[src/rtl/relu_stream_seq.sv]
// relu_stream_seq: valid/ready sequencer streaming a Q8.8 vector through a registered ReLU stage
module relu_stream_seq #(
    parameter int W     = 16,
    parameter int LEN_W = 8
) (
    input  logic             clk,
    input  logic             rst,
    input  logic             start,
    input  logic [LEN_W-1:0] cfg_len,
    input  logic             cfg_bypass,
    output logic             busy,
    output logic             done,
    output logic [LEN_W-1:0] neg_cnt,
    input  logic             in_val,
    output logic             in_rdy,
    input  logic [W-1:0]     in_data,
    output logic             out_val,
    input  logic             out_rdy,
    output logic [W-1:0]     out_data,
    output logic             out_last
);
    typedef enum logic [1:0] {IDLE, RUN, DRAIN} state_t;
    state_t           state_q, state_d;
    logic [LEN_W-1:0] rem_q, rem_d, neg_q, neg_d;
    logic [W-1:0]     data_q, data_d;
    logic             byp_q, byp_d, val_q, val_d, last_q, last_d, done_q, done_d;
    logic             acc, drain, fin;
    assign in_rdy   = (state_q == RUN) && (!val_q || out_rdy);
    assign acc      = in_val && in_rdy;
    assign drain    = val_q && out_rdy;
    assign fin      = rem_q == LEN_W'(1);
    assign busy     = state_q != IDLE;
    assign done     = done_q;
    assign neg_cnt  = neg_q;
    assign out_val  = val_q;
    assign out_data = data_q;
    assign out_last = last_q;
    // next state: job setup in IDLE, accept/replace the output register in RUN, wait for the last handshake in DRAIN
    always_comb begin
        state_d = state_q;
        rem_d   = rem_q;
        neg_d   = neg_q;
        byp_d   = byp_q;
        val_d   = val_q;
        last_d  = last_q;
        data_d  = data_q;
        done_d  = 1'b0;
        case (state_q)
            IDLE: if (start) begin
                neg_d = '0;
                if (cfg_len != '0) begin
                    state_d = RUN;
                    rem_d   = cfg_len;
                    byp_d   = cfg_bypass;
                end else begin
                    done_d = 1'b1;
                end
            end
            RUN: if (acc) begin
                data_d  = (byp_q || !in_data[W-1]) ? in_data : '0;
                val_d   = 1'b1;
                last_d  = fin;
                rem_d   = rem_q - LEN_W'(1);
                neg_d   = (!byp_q && in_data[W-1]) ? neg_q + LEN_W'(1) : neg_q;
                state_d = fin ? DRAIN : RUN;
            end else if (drain) begin
                val_d = 1'b0;
            end
            DRAIN: if (drain) begin
                val_d   = 1'b0;
                last_d  = 1'b0;
                state_d = last_q ? IDLE : DRAIN;
                done_d  = last_q;
            end
            default: state_d = IDLE;
        endcase
    end
    // state registers; reset discards any pending output and suppresses done
    always_ff @(posedge clk or negedge rst) begin
        if (!rst) begin
            state_q <= IDLE;
            rem_q   <= '0;
            neg_q   <= '0;
            byp_q   <= 1'b0;
            val_q   <= 1'b0;
            last_q  <= 1'b0;
            data_q  <= '0;
            done_q  <= 1'b0;
        end else begin
            state_q <= state_d;
            rem_q   <= rem_d;
            neg_q   <= neg_d;
            byp_q   <= byp_d;
            val_q   <= val_d;
            last_q  <= last_d;
            data_q  <= data_d;
            done_q  <= done_d;
        end
    end
endmodule

[config.mk]
export PLATFORM = sky130hd
export DESIGN_NAME = relu_stream_seq
export DESIGN_NICKNAME = d
export VERILOG_FILES = /design/src/rtl/relu_stream_seq.sv
export SDC_FILE = /design/constraint.sdc
export NUM_CORES = 1
export LEC_CHECK = 0
export BUFFER_PORTS_ARGS = -buffer_cell sky130_fd_sc_hd__buf_2
export CAP_MARGIN = 20
export CORE_ASPECT_RATIO = 2
export CORE_MARGIN = 2
export CORE_UTILIZATION = 50
export CTS_CLUSTER_DIAMETER = 150
export DETAILED_ROUTE_END_ITERATION = 8
export HOLD_SLACK_MARGIN = 0.12
export PLACE_DENSITY = 0.77
export RECOVER_POWER = 100
export SKIP_LAST_GASP = 1
export SLEW_MARGIN = 20
export SYNTH_ARGS = -nofsm -noshare
export SYNTH_HDL_FRONTEND = slang
export SYNTH_SLANG_ARGS = --single-unit
[constraint.sdc]
create_clock -name clk -period 2.3 [get_ports clk]
set_clock_uncertainty 0.2 [all_clocks]
set_input_delay 0.345 -clock clk [delete_from_list [all_inputs] [get_ports clk]]
set_output_delay 0.345 -clock clk [all_outputs]
set_load 0.02 [all_outputs]
==> results of run 1 <==
[through the flow]
stage	area [um^2]	utilization [%]	setup WS, ns	std cells	hold slack [ns]
after CTS	2770	64.4	0.0919	376	0.134
final	2730	63.5	0.152	376	0.141
after global placement	2520	58.6	0.163	352	0.226
after detailed placement	2520	58.6	0.104	352	0.229
after floorplan	2190	-	0.366	248	-0.151
after global routing	2730	63.5	0.00574	376	0.147
[how the worst max path moves through the flow]
stage / to / startpoint / cells past startpoint / slack [ns]
final: rem_q[2] / state_q[0] / 6 / 0.15
after global routing: rem_q[2] / state_q[0] / 6 / 0.006
after CTS: state_q[0] / state_q[1] / 6 / 0.09
after detailed placement: state_q[0] / state_q[1] / 6 / 0.10
after global placement: rem_q[2] / state_q[1] / 6 / 0.16
after floorplan: state_q[0] / state_q[1] / 7 / 0.37
[power by group]
group / internal, mW / leakage [nW] / total (mW) / switching [mW]
sequential: 0.669 / 0.497 / 0.670 / 0.00133
clock: 0.203 / 0.0438 / 0.425 / 0.222
combinational: 0.0452 / 0.701 / 0.0875 / 0.0423
total: 0.917 / 1.24 / 1.18 / 0.265
[placed cells by master (no fill, tap or decap), types with 6 or more instances in the layout]
cell and instances:
o21ai_0 29, inv_1 10, nor3_1 9, ha_1 6, clkbuf_1 28, nor2_1 8, buf_2 30, dfrtp_1 38
dlygate4sd3_1 17, nand3_1 11, nand2_1 51, a41oi_1 6, a22o_1 6
[routing by layer]
layer / vias to the layer above / global-route usage [%] / share of wire (%)
met5: - / 0 / 0
met4: 0 / 14.1 / 3.3
met3: 18 / 5.08 / 4.2
met2: 70 / 43.8 / 57
met1: 988 / 24.1 / 36
li1: 1043 / - / -
[timing repair]
| action | CTS | global route |
|---|---|---|
| hold endpoints to repair | 54 | 0 |
| gates resized for setup | 0 | 1 |
| endpoints found under the setup margin | 0 | 2 |
| hold buffers | 17 | 0 |
[cell type report]
cell class | instances | area share, %
tap | 54 | 2.48
clock buffer | 5 | 2.52
clock inverter | 2 | 0.367
multi-input combinational | 185 | 41.0
timing repair buffer | 82 | 17.3
sequential | 38 | 34.9
inverter | 10 | 1.38
[kinds of logic after synthesis]
group                      after synthesis  share of synthesized area (%)
buffers and inverters                   25                           5.54
adders and majority gates                7                           4.00
and+or+nand+nor                        113                           27.1
DFF                                     38                           43.4
muxes                                    3                           1.48
AOI/OAI and AO/OA                       62                           18.5
[state kept, by name (all words and copies together) (netlist names)]
name / flops
out_data: 16
neg_cnt: 8
rem_q: 8
state_q: 2
byp_q: 1
done: 1
out_last: 1
out_val: 1
[worst max-delay path: cells and delay by family (launching register included)]
kind	cells	cell delay [ns]
flip-flops	1	0.41
adder cells (fa/ha/maj)	1	0.29
AND/OR/NAND/NOR	4	1.10
buffers and inverters	1	0.08
==> impl_metrics.tcl, run 1 <==
set metrics [dict create \
    start_util_pct 51.0 \
    endpoint_kind "register" \
    cp-start-kind "register" \
    fillers 407 \
    crit_fanout 16 \
    num_antenna_cells 0 \
    yosys.cell_count.top_type "nand2_1" \
    worstHoldPathType "in2reg" \
    netlist-cell-type-count 46 \
    cp_cell_sequence "inv_1 -> ha_1 -> nand2b_1 -> nand4_4 -> or4_1 -> nand3_1" \
    rr_worst_depth 6 \
    slew_violations 0 \
    avgSynthCellArea_um2 8.84 \
    regArea_um2 951 \
    syn_inst 248 \
    antenna_found_initial 0 \
    cts_buffers 5 \
    crit-reg2reg-launch "state_q[0]" \
    synth-main-ff-cell "dfrtp_1" \
    min_period_ns 2.15 \
    grt_max_degree 39 \
    die_h_um 97.6 \
    cts-root-buf "clkbuf_8" \
    slowest_delay_ns 0.56 \
    hp-start "cfg_len[0]" \
    critical_path_class "reg2reg" \
    synth_top_area_share_pct 43.4 \
    power_mw 1.18 \
    clkSinkCount 38 \
    wl_per_cell_um 14.4 \
    path_clk_slew_ns 0.07 \
    htreeDepth 2 \
    cts_tree "yes" \
    finalCritPeriodShare_pct 93.4 \
    whs_endpoint "rem_q[0]" \
    max_slew_margin_pct 38.1 \
    cp.arrival_ns 2.18 \
    powerDensity_nw_per_um2 434 \
    synth-seq-cells 38 \
    first_global_vias 2146 \
    finalHoldViolations 0 \
    vdd_ir_drop_max_mv 0.355 \
    num_vias 2119 \
    r2r_end "rem_q[2]" \
    rsz0062_at_grt "no" \
    syn_to_final_growth_pct 24.4 \
    vias_per_cell 5.64 \
    cts_buffer_depth 2 \
    numPortBuffers 58 \
    grt.overflow.total 0 \
    synth-edff-count 0 \
    synth_area_um2 2190 \
    ys_top_cells_by_count "51 x nand2_1, 38 x dfrtp_1, 19 x o21ai_0" \
    drive_above_1_share_pct 17.1 \
    cts_setup_buffers 0 \
    synth_area_leaders "dfrtp_1 43%, nand2_1 8.7%, o21ai_0 4.3%" \
    gp_congestion 0.864 \
    finalWirelength_um 5410 \
    leakage_nw 1.24 \
    drtIter0Drc 53 \
    rows 34 \
    final_nets 359 \
    track_usage_pct 24.2 \
    async_flop_share_pct 100 \
    fp.dieArea_um2 4960 \
    io_pins 59 \
    status "complete, no violations" \
    yosysSeqAreaShare_pct 43.4 \
    setup_tns_ns 0 \
    cp.required_ns 2.33 \
    holdPathStages 2 \
    worst_pin_slew_ns 0.928 \
    rrSetupSlack_ns 0.15 \
    hpwl_um 3940 \
    dr.pass1.iters 4 \
    grt_pass1_wl_um 9260 \
    clk_latency_ns 0.29 \
    yosysTopAreaCell "dfrtp_1" \
    ant_nets 0 \
    synth_fp_nets 285 \
    fmax_ghz 0.466 \
    setup_viol 0 \
    multi_input_area_um2 1120 \
    drc 0 \
    cp_slowest_cell "or4_1" \
    ys_warn_count 0 \
    coreArea_um2 4300 \
    cap_viol_max_count 0 \
    die-width_um 50.8 \
]
(Power assumes the default switching activity.)
==> inputs of run 2 (changes only) <==
Settings changed: CORE_ASPECT_RATIO 2 to 1.75, CORE_UTILIZATION 50 to 52, PLACE_DENSITY 0.77 to 0.79, RECOVER_POWER 100 to 50.
==> run 2 against run 1 <==
  * Clock power increased by 65%
  * Die area decreased by 3.8%
  * Global-route usage grew 0.42 points
  * First-iteration DRC count increased by 40%
  * Flip-flop and latch count unchanged
  * Critical path type is now in2reg
  * Via count is 2.9% higher
==> impl_metrics.tcl, run 2 (synthesis results as in run 1) <==
set metrics [dict create \
    drtIter0Drc 74 \
    die-width_um 53.1 \
    final.setup.worst_slack_ns 0.238 \
    leakage_nw 1.35 \
    wl_per_cell_um 14.8 \
    max_slew_margin_pct 24.2 \
    io_pins 59 \
    setup_tns_ns 0 \
    worstHoldPathType "in2reg" \
    largest_reg_flops 16 \
    final_common_cell "nand2_1" \
    pre_cts_ws_ns 0.154 \
    drive_above_1_share_pct 23.3 \
    min_period_ns 2.06 \
    antenna_found_initial 0 \
    slowest_delay_ns 0.52 \
    ant_nets 0 \
    finalCritPeriodShare_pct 89.6 \
    fp.dieArea_um2 4770 \
    grt_pass1_wl_um 9050 \
    cts_buffer_depth 2 \
    clk_latency_ns 0.30 \
    cp_num_cells 6 \
    finalHoldViolations 0 \
    num_antenna_cells 0 \
    critical_path.top_delay_family "buffers and inverters" \
    rr_worst_depth 6 \
    first_global_vias 2042 \
    vias_per_cell 5.75 \
    gp_congestion 0.859 \
    cp_cell_sequence "dlygate4sd3_1 -> buf_2 -> nand3b_1 -> nor3_1 -> a31oi_1 -> a221o_1" \
    design_area_um2 2860 \
    coreArea_um2 4110 \
    cap_viol_max_count 0 \
    cp.required_ns 2.28 \
    grt_max_degree 33 \
    final_nets 366 \
    clkSinkCount 38 \
    endpoint_kind "register" \
    htreeDepth 2 \
    drc 0 \
    fmax_ghz 0.485 \
    powerDensity_nw_per_um2 511 \
    worst_pin_slew_ns 1.14 \
    hpwl_um 3970 \
    vdd_ir_drop_max_mv 0.459 \
    crit_fanout 6 \
    power_mw 1.46 \
    place_area_um2 2530 \
    cp-start-kind "input port" \
    cp_slowest_cell "dlygate4sd3_1" \
    holdPathStages 2 \
    path_clk_slew_ns 0.07 \
    rsz0062_at_grt "no" \
    path_buf_inv 2 \
    numPortBuffers 58 \
    cts_buffers 5 \
    slew_violations 0 \
    syn_to_final_growth_pct 30.6 \
    die_h_um 89.9 \
    layout_common_cells "51 x nand2_1, 43 x buf_2, 38 x dfrtp_1" \
    grt.overflow.total 0 \
    status "complete, no violations" \
    cts_tree "yes" \
    num_vias 2180 \
    rows 31 \
    dr.pass1.iters 5 \
    start_util_pct 53.3 \
    setup_viol 0 \
    cts-root-buf "clkbuf_8" \
    cp.arrival_ns 2.04 \
    track_usage_pct 24.6 \
    critical_path_class "in2reg" \
    finalWirelength_um 5610 \
]
run 2: changes by cell type in the layout (fill, tap and decap cells not counted), moves of 2 or more:
| cell | delta |
|---|---|
| buf_4 | +6 |
| clkbuf_1 | -13 |
| clkinv_2 | -2 |
| o21ai_1 | +10 |
| o21ai_0 | -10 |
| bufinv_16 | +2 |
| buf_2 | +13 |
run 2: worst paths after layout:
path,startpoint,slack [ns],endpoint
worst max-delay path,in_data[15],0.24,neg_cnt[7]
worst min-delay path,cfg_len[0],0.12,rem_q[0]
worst max register to register,state_q[1],0.24,state_q[0]
worst min register to register,out_data[7],0.28,out_data[7]
max in group asynchronous,rst,0.45,out_last
min in group asynchronous,rst,0.59,rem_q[7]
run 2: per-layer routing:
layer  wire (um)  global-route usage (%)  vias to the layer above
li1            -                       -                     1055
met1        2210                    27.7                     1041
met2        3040                    43.3                       75
met3         265                    3.82                        9
met4          95                    11.1                        0
met5           0                       0                        -
run 2: metrics by stage:
stage	utilization [%]	cells	hold slack, ns
after global routing	69.6	379	0.138
after floorplan	-	248	-0.151
final	69.6	379	0.124
after global placement	61.5	349	0.141
after CTS	69.3	375	0.124
after detailed placement	61.5	349	0.132
run 2: power breakdown:
part	internal (mW)	switching [mW]
clock	0.463	0.241
combinational	0.0470	0.0435
sequential	0.668	0.00151
run 2: area by class of cell:
| type | instances | area [um^2] |
|---|---|---|
| fill | 332 | 1250 |
| multi-input combinational | 185 | 1120 |
| sequential | 38 | 951 |
| timing repair buffer | 89 | 544 |
| clock buffer | 6 | 82.6 |
| tap | 49 | 61.3 |
| clock inverter | 2 | 60.1 |
| inverter | 10 | 41.3 |
run 2: what timing repair did:
| action | in CTS | in global routing |
|---|---|---|
| endpoints found under the setup margin | 0 | 2 |
| gates resized for setup | 0 | 2 |
| buffers inserted | 0 | 4 |
| endpoints found under the hold margin | 36 | 0 |
| hold buffers | 18 | 0 |
==> inputs of run 3 (changes only) <==
Settings changed: ABC_AREA from default to 1.
==> run 3 against run 2 <==
  * Synthesized area down 0.91%
  * First-iteration DRC count down 5.4%
  * Synthesized cell count up 19%
  * Cell count up 11%
  * Largest power group is now combinational logic
  * Non-clock buffer count down 13
  * Utilization down 3.1 points
  * Clock power down 32%
  * Highest routed layer unchanged
  * Critical path type is now reg2out
  * Flip-flop and latch count unchanged
==> impl_metrics.tcl, run 3 <==
set metrics [dict create \
    status "complete, no violations" \
    avgSynthCellArea_um2 7.39 \
    rr_worst_depth 8 \
    rsz0062_at_grt "no" \
    coreArea_um2 4070 \
    slew_violations 0 \
    dr.pass1.iters 4 \
    syn_to_final_growth_pct 24.7 \
    powerDensity_nw_per_um2 1340 \
    ys_top_cells_by_count "120 x nand2_1, 38 x dfrtp_1, 25 x nor2_1" \
    cp-start-kind "register" \
    ys_warn_count 0 \
    drc 0 \
    hpwl_um 3700 \
    grt_pass1_wl_um 8310 \
    vdd_ir_drop_max_mv 0.847 \
    r2r_end "neg_cnt[7]" \
    htreeDepth 2 \
    leakage_nw 1.40 \
    cp.required_ns 1.75 \
    crit_fanout 15 \
    numPortBuffers 58 \
    gp_congestion 0.925 \
    whs_endpoint "out_data[0]" \
    rows 31 \
    synth_area_leaders "dfrtp_1 44%, nand2_1 21%, o21ai_0 5.3%" \
    critical_path_class "reg2out" \
    final.setup.worst_slack_ns 0.141 \
    clk_latency_ns 0.29 \
    finalWirelength_um 5110 \
    fin_util_pct 66.5 \
    num_vias 2148 \
    worst_pin_slew_ns 0.906 \
    grt_max_degree 39 \
    cts_tree "yes" \
    track_usage_pct 23.8 \
    wl_per_cell_um 12.2 \
    setup_viol 0 \
    final_nets 406 \
    io_pins 59 \
    cts_setup_buffers 0 \
    cts_buffers 5 \
    antenna_found_initial 0 \
    syn_inst 294 \
    setup_tns_ns 0 \
    drtIter0Drc 70 \
    drive_above_1_share_pct 16.5 \
    num_antenna_cells 0 \
    crit-reg2reg-launch "state_q[1]" \
    timing.hold.ws_ns 0.121 \
    layout_common_cells "120 x nand2_1, 38 x dfrtp_1, 30 x buf_2" \
    synth_fp_nets 331 \
    die-width_um 52.9 \
    endpoint_kind "primary output" \
    cts_buffer_depth 2 \
    start_util_pct 53.3 \
    largest_reg_flops 16 \
    vias_per_cell 5.13 \
    die_h_um 89.5 \
    synth-main-ff-cell "dfrtp_1" \
    cp.arrival_ns 1.61 \
    power_mw 3.62 \
    yosysSeqAreaShare_pct 43.8 \
    synth-seq-cells 38 \
    fmax_ghz 0.463 \
    min_period_ns 2.16 \
    fillers 381 \
    netlist-cell-type-count 29 \
    worstHoldPathType "in2reg" \
    pre_cts_ws_ns 0.247 \
    first_global_vias 1948 \
    max_slew_margin_pct 39.6 \
    yosys.cell_count.top_type "nand2_1" \
    final_common_cell "nand2_1" \
    synth_area_um2 2170 \
    synth_top_area_share_pct 43.8 \
    cts-root-buf "clkbuf_8" \
    rrSetupSlack_ns 0.35 \
    cap_viol_max_count 0 \
    yosysTopAreaCell "dfrtp_1" \
    clkSinkCount 38 \
    finalHoldViolations 0 \
    hp-start "in_data[0]" \
    async_flop_share_pct 100 \
    finalCritPeriodShare_pct 93.9 \
    synth-edff-count 0 \
    grt.overflow.total 0 \
    path_clk_slew_ns 0.08 \
    holdPathStages 3 \
    fp.dieArea_um2 4730 \
    ant_nets 0 \
]
[run 3: changes by cell type after synthesis, sizes merged, moves of 4 or more]
cell | before | now
nor3 | 9 | 1
nand2b | 4 | 0
inv | 10 | 25
a41oi | 6 | 0
clkbuf | 9 | 1
or3 | 5 | 0
a22o | 6 | 0
nand3 | 12 | 16
nand2 | 51 | 124
nor2 | 9 | 28
and3 | 5 | 0
[run 3: power breakdown]
group	total (mW)	switching [mW]	internal [mW]	leakage, nW
combinational	1.97	1.33	0.638	0.858
sequential	1.17	0.234	0.939	0.492
clock	0.475	0.234	0.241	0.0472
total	3.62	1.80	1.82	1.40
[run 3: area by class of cell]
cell class	count	area [um^2]	area share, %
clock inverters	2	12.5	0.462
well taps	49	61.3	2.26
flip-flops and latches	38	951	35.1
clock buffers	6	82.6	3.05
multi-input cells	223	1080	39.8
inverters	25	93.8	3.46
repair buffers	76	429	15.8
[run 3: worst max path at each step]
stage               cells past startpoint  slack [ns]       start          to
CTS                                     5        0.13  state_q[1]      in_rdy
global placement                        8        0.34  state_q[1]  neg_cnt[7]
detailed placement                      8        0.25  state_q[1]  neg_cnt[5]
finish                                  5        0.14  state_q[1]      in_rdy
global route                            5        0.01  state_q[1]      in_rdy
floorplan                               9        0.53  state_q[0]  neg_cnt[5]
[run 3: logic make-up after synthesis]
logic type               after synthesis  synth area share [%]
XOR/XNOR                               3                  1.21
adder cells (fa/ha/maj)                7                  4.03
flip-flops                            38                  43.8
AO/OA/AOI/OAI                         41                  11.4
buffers and inverters                 33                  6.68
AND/OR/NAND/NOR                      172                  32.9
[run 3: worst max-delay path, stage by stage, from the launching register on]
cell,delay [ns]
dfrtp_1,0.41
inv_1,0.09
ha_2,0.30
inv_2,0.18
a21oi_2,0.16
buf_2,0.18
[run 3: through the flow]
step,cell area [um^2],instances
floorplan,2170,294
global placement,2490,396
detailed placement,2490,396
CTS,2740,419
global route,2710,419
finish,2710,419
[run 3: metal layers]
| metal | part of all wire [%] | GRT usage, % | vias to the layer above | wire, um |
|---|---|---|---|---|
| li1 | - | - | 1076 | - |
| met1 | 37 | 23.3 | 973 | 1900 |
| met2 | 54 | 45.0 | 80 | 2740 |
| met3 | 5.4 | 4.18 | 19 | 274 |
| met4 | 3.6 | 13.5 | 0 | 186 |
| met5 | 0 | 0 | - | 0 |
[run 3: timing repair]
item	4_1_cts	5_1_grt
gates resized for setup	1	0
endpoints found under the setup margin	1	0
hold buffers	15	0
endpoints found under the hold margin	52	0
